`config.mk`:
```
export PLATFORM = sky130hd
export DESIGN_NAME = uni_counter_sequencer
export DESIGN_NICKNAME = d
export VERILOG_FILES = /design/src/rtl/uni_counter_sequencer.sv
export SDC_FILE = /design/constraint.sdc
export NUM_CORES = 1
export LEC_CHECK = 0
export BUFFER_PORTS_ARGS = -buffer_cell sky130_fd_sc_hd__clkbuf_2
export CORE_ASPECT_RATIO = 0.75
export CORE_MARGIN = 1.5
export CORE_UTILIZATION = 35
export DETAILED_ROUTE_END_ITERATION = 10
export HOLD_SLACK_MARGIN = 0.03
export MAX_ROUTING_LAYER = met4
export PLACE_DENSITY = 0.64
export SYNTH_ARGS = -nofsm -noshare
export SYNTH_HDL_FRONTEND = slang
export SYNTH_SLANG_ARGS = --single-unit
```
`constraint.sdc`:
```
create_clock -name clk -period 3.95 [get_ports clk]
set_input_delay 0.1975 -clock clk [delete_from_list [all_inputs] [get_ports clk]]
set_output_delay 0.1975 -clock clk [all_outputs]
set_load 0.01 [all_outputs]
```
`src/rtl/uni_counter_sequencer.sv`:
```
// Round-robin sequencer that shares one 4-bit universal counter between two requesters.
// Optional abort port/flag when UNI_SEQ_ABORT_EN is defined.
module uni_counter_sequencer #(
    parameter int STEP_W = 8
) (
    input  logic                clk,
    input  logic                clear,
    input  logic [1:0]          req_valid,
    output logic [1:0]          req_ready,
    input  logic [1:0]          req_mode,
    input  logic [1:0]          req_incr,
    input  logic [1:0]          req_clr_first,
    input  logic [2*STEP_W-1:0] req_steps,
    input  logic [3:0]          cnt_value,
    output logic                cnt_mode,
    output logic                cnt_clear,
    output logic                cnt_incr,
    output logic                cnt_pause,
    output logic                busy,
    output logic                done,
    output logic                done_id,
    output logic [3:0]          done_value,
    output logic [1:0]          state_dbg
`ifdef UNI_SEQ_ABORT_EN
    ,
    input  logic                abort,
    output logic                done_aborted
`endif
);

    typedef enum logic [1:0] {
        IDLE = 2'd0,
        CLR  = 2'd1,
        RUN  = 2'd2,
        DONE = 2'd3
    } state_t;

    state_t            state;
    state_t            state_nxt;
    logic              rr;
    logic              winner;
    logic              handshake;
    logic              abort_hit;
    logic [STEP_W-1:0] win_steps;
    logic [STEP_W-1:0] remaining;
    logic              job_mode;
    logic              job_incr;
    logic              job_id;
    logic              nxt_id;
    logic              clr_q;
    logic              pause_q;
    logic              busy_q;
    logic              done_q;
    logic              done_id_q;
    logic [3:0]        done_value_q;

    // Handshake: a job transfers on a clock edge where req_valid[i] & req_ready[i];
    // ready is only offered in IDLE, to a single winner, never during clear.
    always_comb begin
        winner    = (req_valid == 2'b11) ? rr : req_valid[1];
        req_ready = 2'b00;
        if (state == IDLE && !clear && req_valid != 2'b00)
            req_ready[winner] = 1'b1;
        handshake = |(req_valid & req_ready);
        win_steps = winner ? req_steps[2*STEP_W-1:STEP_W] : req_steps[STEP_W-1:0];
        nxt_id    = handshake ? winner : job_id;
`ifdef UNI_SEQ_ABORT_EN
        abort_hit = abort && (state == CLR || state == RUN);
`else
        abort_hit = 1'b0;
`endif
        state_nxt = state;
        case (state)
            IDLE: if (handshake)
                      state_nxt = req_clr_first[winner] ? CLR :
                                  (win_steps != '0) ? RUN : DONE;
            CLR:  state_nxt = (abort_hit || remaining == '0) ? DONE : RUN;
            RUN:  if (abort_hit || remaining == STEP_W'(1)) state_nxt = DONE;
            DONE: state_nxt = IDLE;
            default: state_nxt = IDLE;
        endcase
    end

    always_ff @(posedge clk) begin
        if (clear) begin
            state        <= IDLE;
            rr           <= 1'b0;
            remaining    <= '0;
            job_mode     <= 1'b0;
            job_incr     <= 1'b0;
            job_id       <= 1'b0;
            clr_q        <= 1'b0;
            pause_q      <= 1'b1;
            busy_q       <= 1'b0;
            done_q       <= 1'b0;
            done_id_q    <= 1'b0;
            done_value_q <= 4'd0;
`ifdef UNI_SEQ_ABORT_EN
            done_aborted <= 1'b0;
`endif
        end else begin
            state <= state_nxt;
            if (handshake) begin
                job_mode  <= req_mode[winner];
                job_incr  <= req_incr[winner];
                job_id    <= winner;
                remaining <= win_steps;
                rr        <= ~winner;
            end else if (state == RUN) begin
                remaining <= remaining - STEP_W'(1);
            end
            // Control outputs are registered from the next state so they line up with it.
            clr_q   <= (state_nxt == CLR);
            pause_q <= (state_nxt != RUN);
            busy_q  <= (state_nxt != IDLE);
            done_q  <= (state_nxt == DONE);
            if (state_nxt == DONE) begin
                done_id_q    <= nxt_id;
`ifdef UNI_SEQ_ABORT_EN
                done_aborted <= abort_hit;
`endif
            end
            if (state == DONE)
                done_value_q <= cnt_value;
        end
    end

    // In DONE the live counter value already includes the final RUN edge.
    assign done_value = (state == DONE) ? cnt_value : done_value_q;
    assign cnt_clear  = clear | clr_q;
    assign cnt_pause  = pause_q;
    assign cnt_mode   = job_mode;
    assign cnt_incr   = job_incr;
    assign busy       = busy_q;
    assign done       = done_q;
    assign done_id    = done_id_q;
    assign state_dbg  = state;

endmodule

```
==> metrics.txt, run 1 <==
utilization after layout=0.4698; share of cells above drive strength 1=0.3037; ANT cells=0; pwr/cell area=~620 nW/um^2; asr flop ratio synth=0; Final Max Tran Viols=0; Yosys cell types=36; Hold Fails Final Rpt=0; unrepaired setup endpoints after global routing=no; EDFF count, synth=0; slew at the pin with the worst max-slew slack=a little under 900 ps; reg2reg start=state_dbg[1]; cells after synthesis=148; initial antenna violation count=0; CTS Hold Bufs=0; nets@finish=approximately 230; Die W=73.14 um; drt drc=0; core area=3401 sq um; Synth Area in XOR/XNOR=0.04748; Yosys warnings=0; Max Cap Viol=0; r2r setup slk=between 1500 and 2000 ps; Setup TNS Final=0 ps; vias in the first global route=1178; RePlAce Congestion=0.8368; Clock Sinks=23; Synth Area in Compound Gates=0.2064; min-delay src=req_steps[7]; leakage power total=roughly 0.00075 uW; setup violators final=0; Slew headroom=0.4031; Synthesized Nets=185; status=finished clean; Max VDD drop=between 300 and 400 uV; DRT antenna net count=0; Post-Syn Area=approximately 1300 sq um; hold crit path type=in -> reg; FF+latch count, synth=23; Area Overhead vs Synth=23.74%; Max Clk Rate=around 0.42 GHz; CTS tree=done; kind of launch point of the worst setup path=flop; Hold Path Depth=3; syn avg cell area=approximately 8.7 sq um; post-synthesis adder-cell area fraction=0.06783; Worst EP arrival=2490 ps; Worst R2R End=busy; site row count=18; via count of the routed design=around 1.2k; post-DR wirelength/cell=roughly 13 um; r2r worst-path depth=7; CTS root buf=clkbuf_8; post-synthesis mux area share=0.04651; CTS max path bufs=2; vias per inst=between 5 and 6; global route overflow=0; 1st-pass router iterations=4; initial DRC count=roughly 120; Setup crit end kind=flop; Setup Fix Bufs, Post-CTS=0; Seq/Total Area, Yosys=0.3566; first-pass GRT wire length=between 5 and 6 mm; Synth Area in Simple Gates=0.2403; dpl hpwl=between 2 and 2.5 mm; Post-Route WL=roughly 3.2 mm; Hold Path Sink=remaining[7]; most common flop cell mapped by yosys=dfxtp_1; CP Max Fanout=7; IO buf count=44; largest net degree at the start of global routing=26; Initial Utilization=0.3797; critical path class=reg -> reg; Die Y=about 56 um; die area=4066 sq um; Clock transition at path regs=80 ps; Setup Skew=between 4 and 5 ps; Overall Global Routing Usage=0.1671; largest family of logic cells by synthesized area=simple AND/OR/NAND/NOR gates; WP data required=around 4100 ps; clk_lat worst skew=260 ps; Post-CTS Resized=0; Tmin final=2361 ps; number of buffers created by CTS=3; final worst path period share=0.5977; H-tree depth=1; IO Pins=45
## critical path, cell delays in order, from the launching register on
cell     delay, ps
dfxtp_1        430
inv_1          130
ha_1           290
nor2b_1        170
o21ai_1        310
a22oi_1        210
o31ai_1        550
a21oi_1        150
## flip-flops by register name, indices dropped and copies added, names as in the netlist
signal	flops
remaining	8
done_value_q	4
state_dbg	2
busy	1
clr_q	1
cnt_incr	1
cnt_mode	1
cnt_pause	1
done	1
done_id	1
job_id	1
rr	1
## synthesized netlist by cell type (all sizes together), types with 3 or more instances
library cell	count	area, sq um
ha	7	87.58
nand2b	3	18.77
nor2b	8	50.05
nand3	7	35.03
nor2	23	86.33
a311oi	8	70.07
buf	3	15.01
nor4	3	18.77
nor3	5	25.02
inv	6	22.52
nand2	11	41.29
dfxtp	23	460.4
a221oi	3	26.28
xor2	5	43.79
a21oi	5	25.02
mux2	5	60.05
## cells by family after synthesis
family                     count (synthesis)
AOI/OAI and AO/OA                         31
xor gates and xnor gates                   7
adders and majority gates                  7
buffers and inverters                     11
DFF                                       23
muxes                                      5
and+or+nand+nor                           64
## power by group
part           leakage, uW  internal [uW]  switching [uW]
combinational     0.000532            211             265
clock            0.0000255           70.4            75.3
sequential        0.000189            305            56.3
total             0.000747            586             397
## through the flow
step	hold WS, ps	std cells	area, sq um	total power [uW]	worst slack, ps
finish	185.7	241	1598	982.9	1589
global route	206.5	241	1598	1064	1329
CTS	183.1	241	1598	988.9	1602
detailed placement	471.5	237	1551	840.2	1621
global placement	464.3	237	1551	819.9	1766
floorplan	281.0	148	1291	707.7	1886
## area by class of cell
type                       instances  area (sq um)
multi-input combinational        114         785.8
clock inverter                     1         5.005
timing repair buffer              44         220.2
clock buffer                       3         41.29
sequential                        23         460.4
fill                             341          1803
tap                               50         62.56
inverter                           6         22.52
## worst max path at each step
stage	startpoint	endpoint	slack, ps	depth (start not counted)
final	state_dbg[1]	busy	1590	7
after global routing	state_dbg[1]	busy	1330	7
after CTS	state_dbg[1]	busy	1600	7
after detailed placement	state_dbg[1]	busy	1620	7
after global placement	state_dbg[0]	done_id	1770	7
after floorplan	state_dbg[0]	done_id	1890	7
## per-layer routing
metal  global-route usage  up-vias  share of wire
met2               0.2675       38           0.46
met4              0.02965        0          0.013
met1               0.2139      569           0.46
met3              0.04348        6          0.062
li1                     -      630              -
met5                    -        -              0
## placed cells by master (no fill, tap or decap), drive strengths merged, types with 2 or more instances in the layout
cell	instances
a21oi	5
a221oi	3
a222oi	2
a22oi	2
a311oi	8
clkbuf	47
dfxtp	23
ha	7
inv	6
mux2	5
nand2	11
nand2b	3
nand3	7
nor2	23
nor2b	8
nor3	5
nor4	3
o21ai	2
xnor2	2
xor2	5
(Power assumes the default switching activity.)
==> inputs of run 2 (changes only) <==
--- a/config.mk
+++ b/config.mk
@@ -5,6 +5,7 @@
 export SDC_FILE = /design/constraint.sdc
 export NUM_CORES = 1
 export LEC_CHECK = 0
+export ABC_AREA = 1
 export BUFFER_PORTS_ARGS = -buffer_cell sky130_fd_sc_hd__clkbuf_2
 export CORE_ASPECT_RATIO = 0.75
 export CORE_MARGIN = 1.5
@@ -12,7 +13,7 @@
 export DETAILED_ROUTE_END_ITERATION = 10
 export HOLD_SLACK_MARGIN = 0.03
 export MAX_ROUTING_LAYER = met4
-export PLACE_DENSITY = 0.64
+export PLACE_DENSITY = 0.63
 export SYNTH_ARGS = -nofsm -noshare
 export SYNTH_HDL_FRONTEND = slang
 export SYNTH_SLANG_ARGS = --single-unit
==> constraint.sdc (replaced) <==
create_clock -name clk -period 2.3 [get_ports clk]
set_input_delay 0.115 -clock clk [delete_from_list [all_inputs] [get_ports clk]]
set_output_delay 0.115 -clock clk [all_outputs]
set_load 0.01 [all_outputs]
==> run 2 against run 1 <==
  * Critical path depth stayed put
  * Synthesized cell count rose by 47%
  * Combinational power up 120%
  * Utilization fell by 3.9 points
  * Critical endpoint is now req_ready[0]
  * Sequential cell count unchanged
  * Non-clock buffer count is the same
  * Clock skew is essentially flat
  * Clock power increased by 71%
  * Register-to-register slack worse by 1200 ps
  * Largest cell class unchanged
  * Via count grew 13%
  * Worst hold slack got worse by 86 ps
  * Setup slack worse by 1300 ps
==> metrics.txt, run 2 <==
initial antenna violation count=0 (unchanged); CTS max path bufs=2 (unchanged); leakage power total=0.0009747 uW (+30%); max FFs per register=8 (unchanged); Post-CTS Resized=0 (unchanged); share of cells above drive strength 1=0.2615 (-0.04213); Die Y=59.20 um (+6.5%); RePlAce Congestion=0.9134 (+9.2%); most frequent cells in the layout=61 x nand2_1, 44 x clkbuf_2, 37 x inv_1, 23 x dfxtp_1, 22 x nor2_1; global route overflow=0 (unchanged); Synth top area share=0.3124 (-0.04420); critical path class=reg -> out; Tmin final=between 2000 and 2500 ps; Post-Route WL=3.251 mm (+2.7%); Clock transition at path regs=80 ps (about the same); count leader, synth=nand2_1; Worst EP arrival=1890 ps (-600 ps); IO buf count=44 (unchanged); pwr/cell area=1077 nW/um^2 (+75%); CTS tree=done; slowest stage delay, CP=350 ps (-200 ps); number of buffers created by CTS=3 (unchanged); cell taking the most area after synthesis=dfxtp_1; commonest non-fill, non-tap cell in the layout=nand2_1; asr flop ratio synth=0 (unchanged); Setup crit end kind=output port; unrepaired setup endpoints after global routing=no; Yosys cell types=30 (-17%); core area=4054 sq um (+19%); Max VDD drop=536.9 uV (+70%); cells after synthesis=218 (+47%); site row count=20 (+2); dpl hpwl=2.586 mm (+4.4%); Die W=77.93 um (+6.6%); WP data required=2180 ps (-1900 ps); Max Cap Viol=0 (unchanged); vias in the first global route=1313 (+11%); Final Max Tran Viols=0 (unchanged); initial DRC count=67 (-45%); CP Max Fanout=13 (+6); H-tree depth=1 (unchanged); Worst Path Buf+Inv=3 (+2); vias per inst=4.454 (-14%); Reg with most FFs=remaining; Yosys warnings=0 (unchanged); cells along the critical path=inv_1 > ha_1 > nand2_2 > nor2_4 > inv_2 > nor2_1 > clkbuf_2; Area Overhead vs Synth=18.51%; Layout fillers=460 (+35%); Post-Syn Area=1474 sq um (+14%); slowest cell on the critical path=dfxtp_1; CTS root buf=clkbuf_8; setup violators final=0 (unchanged); Overall Global Routing Usage=0.1546 (-0.01247); EDFF count, synth=0 (unchanged); die area=4613 sq um (+13%); drt drc=0 (unchanged); Crit path max-delay family=simple AND/OR/NAND/NOR gates; final worst path period share=0.8705; clk_lat worst skew=260 ps (about the same); area occupied by multi-input gates=795.8 sq um (+1.3%); Setup Skew=4.092 ps (-0.3453 ps); sw power=855.9 uW (+120%); kind of launch point of the worst setup path=flop; Setup Fix Bufs, Post-CTS=0 (unchanged); Initial Utilization=0.3636 (-0.01611); syn avg cell area=6.761 sq um (-23%); IO Pins=45 (unchanged); Setup TNS Final=0 ps (unchanged); status=finished clean; FF+latch count, synth=23 (unchanged); post-DR wirelength/cell=10.32 um (-21%); largest net degree at the start of global routing=14 (-46%); Comb power frac=0.553 (+0.069); Synth top cells by count=61 x nand2_1, 37 x inv_1, 23 x dfxtp_1; Hold Fails Final Rpt=0 (unchanged); 1st-pass router iterations=4 (unchanged); register area=460.4 sq um (unchanged); Max Clk Rate=roughly 0.5 GHz; most common flop cell mapped by yosys=dfxtp_1; Synthesized Nets=255 (+38%); Flop pwr share=0.314 (-0.054); CTS Hold Bufs=0 (unchanged); utilization after layout=0.4309 (-0.03897); Seq/Total Area, Yosys=0.3124 (-0.04420); DRT antenna net count=0 (unchanged); slew at the pin with the worst max-slew slack=331.2 ps (-560.9 ps); via count of the routed design=1403 (+13%); power after layout=1881 uW (+91%); Clk pwr share=0.133 (-0.015); Clock Sinks=23 (unchanged); Slew headroom=0.7787 (+0.3756); first-pass GRT wire length=5.457 mm (+3.1%); Int Pwr=1025 uW (+75%); hold crit path type=in -> reg; Synth area leaders=dfxtp_1 31%, nand2_1 16%, inv_1 9.4%, ha_1 5.9%, nor2_1 5.6%; Sw Ratio=0.4551 (+0.05140); nets@finish=298 (+30%); ANT cells=0 (unchanged)
-- run 2: cell count changes after synthesis, moves of 3 or more --
cell / change
a221oi_1: -3
a311oi_1: -8
inv_1: +31
mux2_2: -4
nand2_1: +50
nand2_2: +9
nand2b_1: -3
nand3_1: +7
nand3b_1: +4
nor2b_1: -8
nor3_1: -5
nor4_1: -3
o21ai_0: +5
-- run 2: power by group through the flow --
stage	Sequential, uW	Combinational (uW)	Clock, uW
2_1_floorplan	615	774	0
3_3_place_gp	599	1030	0
3_5_place_dp	600	1040	0
4_1_cts	592	1040	265
5_1_grt	607	1180	275
6_report	591	1040	250
-- run 2: path summary, 6_finish.rpt --
kind	from	endpoint	slack, ps	cells past startpoint
max	state_dbg[0]	req_ready[0]	300	7
min	cnt_value[2]	done_value_q[2]	100	3
max reg2reg	state_dbg[0]	done	430	12
min reg2reg	done_value_q[2]	done_value_q[2]	470	2
-- run 2: metrics by stage --
stage | hold slack (ps) | worst slack (ps) | cells | cell area, sq um
floorplan | 276.5 | 757.9 | 218 | 1474
global placement | 379.0 | 534.7 | 311 | 1700
detailed placement | 379.7 | 449.0 | 311 | 1700
CTS | 95.10 | 264.9 | 315 | 1747
global route | 113.9 | 149.0 | 315 | 1747
finish | 99.48 | 297.9 | 315 | 1747
-- run 2: area by class of cell --
type | count | area share
Sequential cell | 23 | 0.2636
Tap cell | 55 | 0.03940
Multi-Input combinational cell | 149 | 0.4556
Clock buffer | 3 | 0.02364
Inverter | 40 | 0.08883
Clock inverter | 1 | 0.002865
Timing Repair Buffer | 44 | 0.1261
-- run 2: metal layers --
layer,vias to the layer above,track usage,routed length [um]
met4,0,0.007653,0
li1,754,-,-
met5,-,-,0
met1,620,0.1917,1641
met3,0,0.04154,147
met2,29,0.2683,1462
-- run 2: cell families after synthesis --
group	count (synthesis)	synth area share
AOI/OAI and AO/OA	22	0.1010
xor gates and xnor gates	4	0.02377
adders and majority gates	7	0.05942
buffers and inverters	46	0.1477
DFF	23	0.3124
and+or+nand+nor	116	0.3557
-- run 2: worst register-to-register path: cells and delay by family (launching register included) --
| kind | cells | cell delay [ps] |
|---|---|---|
| simple gates | 8 | 880 |
| buf+inv | 3 | 390 |
| flops | 1 | 350 |
| fa+ha+maj | 1 | 180 |
==> inputs of run 3 (changes only) <==
--- a/config.mk
+++ b/config.mk
@@ -5,7 +5,6 @@
 export SDC_FILE = /design/constraint.sdc
 export NUM_CORES = 1
 export LEC_CHECK = 0
-export ABC_AREA = 1
 export BUFFER_PORTS_ARGS = -buffer_cell sky130_fd_sc_hd__clkbuf_2
 export CORE_ASPECT_RATIO = 0.75
 export CORE_MARGIN = 1.5
@@ -13,7 +12,7 @@
 export DETAILED_ROUTE_END_ITERATION = 10
 export HOLD_SLACK_MARGIN = 0.03
 export MAX_ROUTING_LAYER = met4
-export PLACE_DENSITY = 0.63
+export PLACE_DENSITY = 0.64
 export SYNTH_ARGS = -nofsm -noshare
 export SYNTH_HDL_FRONTEND = slang
 export SYNTH_SLANG_ARGS = --single-unit
==> run 3 against run 2 <==
  * Worst hold slack got worse by 3.7 ps
  * Non-clock buffer count increased by 4
  * Critical path type is now reg -> reg
  * Wire length decreased by 2.6%
==> metrics.txt, run 3 (same netlist as run 1, synthesis figures left out) <==
CTS Hold Bufs=0 (unchanged); status=finished clean; Tmin final=2126 ps (+124.3 ps); CTS tree=done; IO Pins=45 (unchanged); post-DR wirelength/cell=12.93 um (+25%); WP data required=2470 ps (+290 ps); Hold Fails Final Rpt=0 (unchanged); metal3 WL=171 um (+16%); commonest non-fill, non-tap cell in the layout=clkbuf_2; CTS max path bufs=2 (unchanged); final worst path period share=0.9245 (+0.05404); number of buffers created by CTS=3 (unchanged); IO buf count=44 (unchanged); Final Max Tran Viols=0 (unchanged); critical path class=reg -> reg; Initial Utilization=0.3797 (+0.01611); first-pass GRT wire length=5.299 mm (-2.9%); Setup crit end kind=flop; RePlAce Congestion=0.9322 (+2.1%); Die Y=55.60 um (-6.1%); Max Clk Rate=0.4703 GHz (-5.8%); initial DRC count=73 (+9.0%); clk_lat worst skew=270 ps (about the same); share of cells above drive strength 1=0.3179 (+0.05641); pre-CTS setup slack=200.0 ps (-249.0 ps); hold crit path type=in -> reg; die area=4066 sq um (-12%); Post-CTS Resized=0 (unchanged); setup violators final=0 (unchanged); pwr/cell area=1056 nW/um^2 (-1.9%); DRT met1 WL=1.549 mm (-5.6%); CTS root buf=clkbuf_8; max FFs per register=8 (unchanged); global route overflow=0 (unchanged); 1st-pass router iterations=4 (unchanged); Clock Sinks=23 (unchanged); Area Overhead vs Synth=26.26%; Top Metal Used=met4; Max Cap Viol=0 (unchanged); drt drc=0 (unchanged); Setup TNS Final=0 ps (unchanged); core area=3401 sq um (-16%); kind of launch point of the worst setup path=flop; Die W=73.14 um (-6.2%); CP Max Fanout=7 (-6); WL met2=1.419 mm (-2.9%); H-tree depth=1 (unchanged); vias per inst=5.159 (+16%); nets@finish=233 (-22%); DRT antenna net count=0 (unchanged); dpl hpwl=2.463 mm (-4.8%); Hold Path Depth=2 (-1); Post-Route WL=3.167 mm (-2.6%); Max VDD drop=447.3 uV (-17%); ANT cells=0 (unchanged); leakage power total=0.0007630 uW (-22%); slew at the pin with the worst max-slew slack=577.3 ps (+246.1 ps); Setup Skew=10.45 ps (+6.360 ps); Overall Global Routing Usage=0.1682 (+0.01363); most frequent cells in the layout=44 x clkbuf_2, 23 x nor2_1, 23 x dfxtp_1, 11 x nand2_1; Clock transition at path regs=90 ps (about the same); post-route setup slack=173.6 ps (-124.3 ps); Reg with most FFs=remaining; via count of the routed design=1264 (-9.9%); Slew headroom=0.6118 (-0.1668); unrepaired setup endpoints after global routing=no; site row count=18 (-10%); r2r worst-path depth=8 (-4); initial antenna violation count=0 (unchanged); largest net degree at the start of global routing=21 (+7); vias in the first global route=1175 (-11%); Worst EP arrival=2300 ps (+410 ps); Setup Fix Bufs, Post-CTS=0 (unchanged)
==> run 3: path summary, 6_finish.rpt <==
kind | to | slack [ps] | from
min reg2reg | cnt_incr | 520 | cnt_incr
min | remaining[6] | 100 | clear
max reg2reg | done_id | 170 | state_dbg[1]
max | done_id | 170 | state_dbg[1]
==> run 3: routing by layer <==
metal / up-vias / global-route usage
met5: - / -
met4: 0 / 0.04582
met3: 4 / 0.03986
met2: 37 / 0.2442
met1: 584 / 0.2329
li1: 639 / -
==> run 3: power breakdown <==
part / switching [uW] / internal, uW
Combinational: 464 / 381
Sequential: 89.4 / 523
Clock: 142 / 123
Total: 695 / 1030
==> run 3: layout make-up <==
type	instances	area, sq um
Multi-Input combinational cell	114	785.8
Fill cell	340	1770
Clock inverter	1	7.507
Sequential cell	23	460.4
Tap cell	50	62.56
Clock buffer	3	41.29
Inverter	6	22.52
Timing Repair Buffer	48	250.2
==> run 3: critical path, cell delays in order, from the launching register on <==
cell     delay, ps
dfxtp_1        360
inv_1          130
ha_1           300
nor2b_1        200
o21ai_1        100
buf_4          180
a221o_1        330
o311a_1        120
mux2_4         300
==> run 3: through the flow <==
stage,hold WS [ps],area (sq um),util,power [uW],cells
floorplan,198.5,1291,-,1215,148
global route,87.85,1630,0.4794,1857,245
detailed placement,380.4,1582,0.4650,1452,241
finish,95.74,1630,0.4794,1722,245
global placement,375.3,1582,0.4650,1440,241
CTS,93.67,1630,0.4794,1722,245
